--- config.mk ---
export PLATFORM = sky130hd
export DESIGN_NAME = raster_position_counter
export DESIGN_NICKNAME = d
export VERILOG_FILES = /design/src/rtl/stream_pkg.sv /design/src/rtl/raster_position_counter.sv
export SDC_FILE = /design/constraint.sdc
export NUM_CORES = 1
export LEC_CHECK = 0
export BUFFER_PORTS_ARGS = -buffer_cell sky130_fd_sc_hd__buf_4
export CAP_MARGIN = 20
export CORE_UTILIZATION = 50
export CTS_CLUSTER_SIZE = 16
export DETAILED_ROUTE_END_ITERATION = 8
export PLACE_DENSITY = 0.74
export SLEW_MARGIN = 20
export SYNTH_ARGS = -nofsm -noshare
export SYNTH_HDL_FRONTEND = slang
export SYNTH_SLANG_ARGS = --single-unit
--- constraint.sdc ---
create_clock -name clock -period 2.3 [get_ports clock]
set_clock_uncertainty 0.1 [all_clocks]
set_input_delay 0.115 -clock clock [delete_from_list [all_inputs] [get_ports clock]]
set_output_delay 0.115 -clock clock [all_outputs]
set_load 0.05 [all_outputs]
--- src/rtl/stream_pkg.sv ---
// ---------------------------------------------------------------------------
// stream_pkg
//
// Shared definitions for the pixel-stream checker and any source-side
// generator that needs to walk the same raster:
//   - state_t      : checker FSM encoding
//   - slot_class_t : what kind of raster slot the current position is
//   - err_class_t  : which error class a detected failure belongs to
//   - default raster geometry (active/total pixels per line, lines per frame)
//   - width_for()  : counter width helper that never returns zero
// ---------------------------------------------------------------------------
package stream_pkg;

    typedef enum logic [2:0] {
        ST_IDLE,
        ST_WARMUP,
        ST_CHECK,
        ST_DRAIN,
        ST_DONE
    } state_t;

    typedef enum logic [1:0] {
        SLOT_ACTIVE,
        SLOT_HBLANK,
        SLOT_VBLANK
    } slot_class_t;

    typedef enum logic [1:0] {
        ERR_NONE,
        ERR_MISSING,
        ERR_MISMATCH,
        ERR_SPURIOUS
    } err_class_t;

    localparam int DEFAULT_LINE_ACTIVE  = 400;
    localparam int DEFAULT_LINE_TOTAL   = 420;
    localparam int DEFAULT_LINES_ACTIVE = 300;
    localparam int DEFAULT_LINES_TOTAL  = 320;

    // Bits needed to hold the values 0..n-1; at least one bit so that
    // degenerate geometries still elaborate.
    function automatic int width_for(input int n);
        return (n > 1) ? $clog2(n) : 1;
    endfunction

endpackage

--- src/rtl/raster_position_counter.sv ---
// ---------------------------------------------------------------------------
// raster_position_counter
//
// Walks the raster one slot per 'step' pulse and classifies the slot the
// counter currently points at.  Holding 'step' low freezes the position.
//
// Ports:
//   clock, reset     : system clock, asynchronous active-high reset
//   clear            : synchronous return to slot 0
//   step             : advance to the next slot
//   col, row         : position inside the current frame
//   idx              : linear slot index across all frames
//   slot_class       : ACTIVE / HBLANK / VBLANK of the current position
//   last_slot        : current position is the final slot of the final frame
// ---------------------------------------------------------------------------
module raster_position_counter
    import stream_pkg::*;
#(
    parameter int LINE_ACTIVE  = DEFAULT_LINE_ACTIVE,
    parameter int LINE_TOTAL   = DEFAULT_LINE_TOTAL,
    parameter int LINES_ACTIVE = DEFAULT_LINES_ACTIVE,
    parameter int LINES_TOTAL  = DEFAULT_LINES_TOTAL,
    parameter int NUM_FRAMES   = 1,
    parameter int ADDR_WIDTH   = 18,
    localparam int COL_W       = width_for(LINE_TOTAL),
    localparam int ROW_W       = width_for(LINES_TOTAL)
) (
    input  logic                  clock,
    input  logic                  reset,
    input  logic                  clear,
    input  logic                  step,
    output logic [COL_W-1:0]      col,
    output logic [ROW_W-1:0]      row,
    output logic [ADDR_WIDTH-1:0] idx,
    output slot_class_t           slot_class,
    output logic                  last_slot
);

    localparam int TOTAL_SLOTS = NUM_FRAMES * LINES_TOTAL * LINE_TOTAL;

    localparam logic [COL_W-1:0]      COL_LAST = COL_W'(LINE_TOTAL - 1);
    localparam logic [ROW_W-1:0]      ROW_LAST = ROW_W'(LINES_TOTAL - 1);
    localparam logic [ADDR_WIDTH-1:0] IDX_LAST = ADDR_WIDTH'(TOTAL_SLOTS - 1);

    // Position registers.  Column wrap bumps the row, row wrap starts the
    // next frame; idx keeps counting across frames and only wraps after the
    // very last slot so a free-running source can loop forever.
    always_ff @(posedge clock or posedge reset) begin
        if (reset) begin
            col <= '0;
            row <= '0;
            idx <= '0;
        end else if (clear) begin
            col <= '0;
            row <= '0;
            idx <= '0;
        end else if (step) begin
            if (col == COL_LAST) begin
                col <= '0;
                row <= (row == ROW_LAST) ? '0 : row + 1'b1;
            end else begin
                col <= col + 1'b1;
            end
            idx <= (idx == IDX_LAST) ? '0 : idx + 1'b1;
        end
    end

    // Comparisons are done one bit wider so an active width equal to a
    // power of two cannot alias to zero.
    always_comb begin
        slot_class = SLOT_VBLANK;
        if ({1'b0, col} >= (COL_W + 1)'(LINE_ACTIVE)) begin
            slot_class = SLOT_HBLANK;
        end else if ({1'b0, row} < (ROW_W + 1)'(LINES_ACTIVE)) begin
            slot_class = SLOT_ACTIVE;
        end
    end

    assign last_slot = (idx == IDX_LAST);

endmodule

==> metrics.md <==
| Metric | Value |
|---|---|
| Mapped Cells | roughly 220 |
| Min Hold Slack | ~24 ps |
| Row cnt | 23 |
| Die width | 66.8 µm |
| Peak supply drop | 0.358 mV |
| Post-CTS setup buffers | 0 |
| Die height | approximately 67 µm |
| Final Routed Wirelength | 4470 µm |
| Final hold vios | 0 |
| Max clock buf depth | 2 |
| Post-synthesis cell area | 0.00210 mm² |
| Critical path fanouts, max | 8 |
| Launch point of the critical path | col[0] |
| Crit Path Category | reg2reg |
| CTS buffer count | 5 |
| Initial antenna violation count | 0 |
| Clk root buf | clkbuf_8 |
| Vias | roughly 1800 |
| Pleak | around 1.1 nW |
| Worst R2R End | row[7] |
| Tightest Hold Check Type | in2reg |
| Vias in the first global route | 1634 |
| Pwr Density | approximately 510 mW/mm² |
| Least-Margin Pin Slew | between 400 and 500 ps |
| GPL Wtd Cong | 0.861 |
| Initial drt markers | 124 |
| Layout net count | 271 |
| Number of fill cells | around 360 |
| Initial Util | 52.4% |
| CP Capture Type | flop |
| Clk sinks | 36 |
| Max capacitance violation total | 0 |
| Commonest non-fill, non-tap cell in the layout | buf_4 |
| Antenna viol nets, final | 0 |
| Iteration count of the initial detailed-routing pass | 5 |
| Yosys reg bits | 36 |
| Most frequent cells in the layout | 45 x buf_4, 36 x dfrtp_1, 16 x nor2_1 |
| Final setup fails | 0 |
| R2R depth | 5 |
| DP Wirelength | between 3000 and 4000 µm |
| Area growth syn-to-layout | 21.7% |
| Core area | 0.00400 mm² |
| Final min period | around 1900 ps |
| Vias/cell | 5.87 |
| GRT Total Usage | ~23% |
| CP arrival | approximately 2100 ps |
| Status | complete, no violations |
| DRC Markers | 0 |
| Slew HR | about 69% |
| Reg2reg setup slack | around 370 ps |
| Synth Net Count | approximately 230 |
| Worst reg2reg startpoint | col[0] |
| Hold Crit Start | step |
| Peak Freq | 0.519 GHz |
| Period utilisation layout | a little over four fifths |
| Pins over their slew limit | 0 |
| Congestion Overflow GR | 0 |
| CTS tree | yes |
| WL/cell | 14.2 µm |
| Clock transition at path regs | roughly 70 ps |
| Placed Instances | 305 |
| WP data required | roughly 2400 ps |
| Mean Syn Cell Area | about 9.7 µm² |
| H-tree Lvls | 2 |
| Sequential cell area fraction in the yosys report | a little over two fifths |
| Unrepaired setup endpoints after global routing | no |
| I/O pin cnt | 43 |
| Finished Layout Cells | ~310 |
| Yosys warnings | 0 |
| Startpoint Class | flop |
| Layout cells sized above 1 | ~25% |
| Yosys cell types | 47 |
| # resized after CTS | 0 |
| First-pass GRT wire length | 7530 µm |
| Port buffer count | 42 |
| Setup TNS Final | 0 ps |
| Largest net degree at the start of global routing | 37 |
| Worst-skew pair later-pin latency | about 290 ps |
| Critical Path Sink | row[7] |
| Antenna diodes | 0 |
| Total Power | between 1 and 1.5 mW |
| Die area | ~0.0045 mm² |
==> critical path, stage by stage (launching register included) <==
cell      delay, ps
dfrtp_1         400
ha_1            280
and4bb_4        300
nand3_4         120
or4_1           520
a21oi_1         150
==> worst min path at each step <==
stage / to / slack [ps] / depth (start not counted)
2_1_floorplan: col[0] / 180 / 1
3_3_place_gp: idx[3] / 150 / 3
3_5_place_dp: idx[2] / 160 / 3
4_1_cts: idx[0] / 9 / 2
5_1_grt: idx[1] / 20 / 2
6_report: idx[0] / 20 / 2
==> routing by layer <==
metal / track usage [%] / share of wire (%)
met5: 0 / 0
met4: 9.31 / 1.4
met3: 5.65 / 4.9
met2: 36.4 / 47
met1: 28.8 / 47
==> cell type report <==
cell class / instances / area (µm²) / area share, %
Sequential cell: 36 / 901 / 35.3
Clock buffer: 6 / 72.6 / 2.84
Clock inverter: 2 / 35.0 / 1.37
Inverter: 8 / 30.0 / 1.18
Tap cell: 50 / 62.6 / 2.45
Multi-Input combinational cell: 166 / 1100 / 43.2
Timing Repair Buffer: 46 / 348 / 13.6
==> cell families (layout without fill, tap and decap cells) <==
kind of cell,after synthesis,in the layout,synth area share [%]
muxes,2,2,0.955
and+or+nand+nor,106,106,31.3
DFF,36,36,43.0
buffers and inverters,15,62,4.59
xor gates and xnor gates,16,16,6.68
AOI/OAI and AO/OA,38,38,11.2
adders and majority gates,4,4,2.39
==> Yosys cell counts (all sizes together) <==
master / count / area [µm²]
and3b: 2 / 17.5
or4: 5 / 37.5
nor3: 10 / 55.1
ha: 4 / 50.1
nand2b: 2 / 12.5
a211o: 1 / 10.0
nand3b: 2 / 15.0
mux2i: 2 / 20.0
o31ai: 5 / 37.5
a21o: 2 / 15.0
a21oi: 14 / 70.1
nor2b: 1 / 6.26
o21bai: 1 / 7.51
and2: 3 / 18.8
o22ai: 2 / 12.5
o311a: 1 / 10.0
and4bb: 2 / 32.5
and4: 1 / 11.3
xor2: 10 / 87.6
or3: 4 / 25.0
xnor2: 6 / 52.6
nand2: 15 / 56.3
nor4: 5 / 31.3
nand4bb: 3 / 33.8
or2: 1 / 6.26
nor2: 17 / 63.8
nor4b: 1 / 8.76
dfrtp: 36 / 901
nand4b: 1 / 8.76
buf: 3 / 21.3
nand3: 11 / 72.6
a31oi: 2 / 12.5
inv: 8 / 30.0
clkbuf: 4 / 45.0
o32ai: 1 / 8.76
and3: 6 / 40.0
o21ai: 8 / 40.0
nand4: 14 / 103
o211a: 1 / 10.0
==> registers in the layout, summed over array words and instances (netlist names) <==
signal / flops
idx: 18
col: 9
row: 9
==> stage by stage <==
stage | instance area [µm²] | utilization, % | worst slack, ps
floorplan | 2100 | - | 141
global placement | 2430 | 60.8 | 427
detailed placement | 2430 | 60.8 | 375
CTS | 2550 | 63.8 | 362
global route | 2550 | 63.8 | 245
finish | 2550 | 63.8 | 372
==> power by group <==
group	internal, mW	leakage (nW)	switching [mW]
registers	0.639	0.500	0.00871
clock network	0.322	0.0552	0.230
logic	0.0270	0.573	0.0662
==> timing repair <==
item,CTS,global route
hold buffers,1,0
endpoints found under the setup margin,0,0
hold endpoints to repair,36,0
No activity file was read; power rests on OpenSTA's default activity.
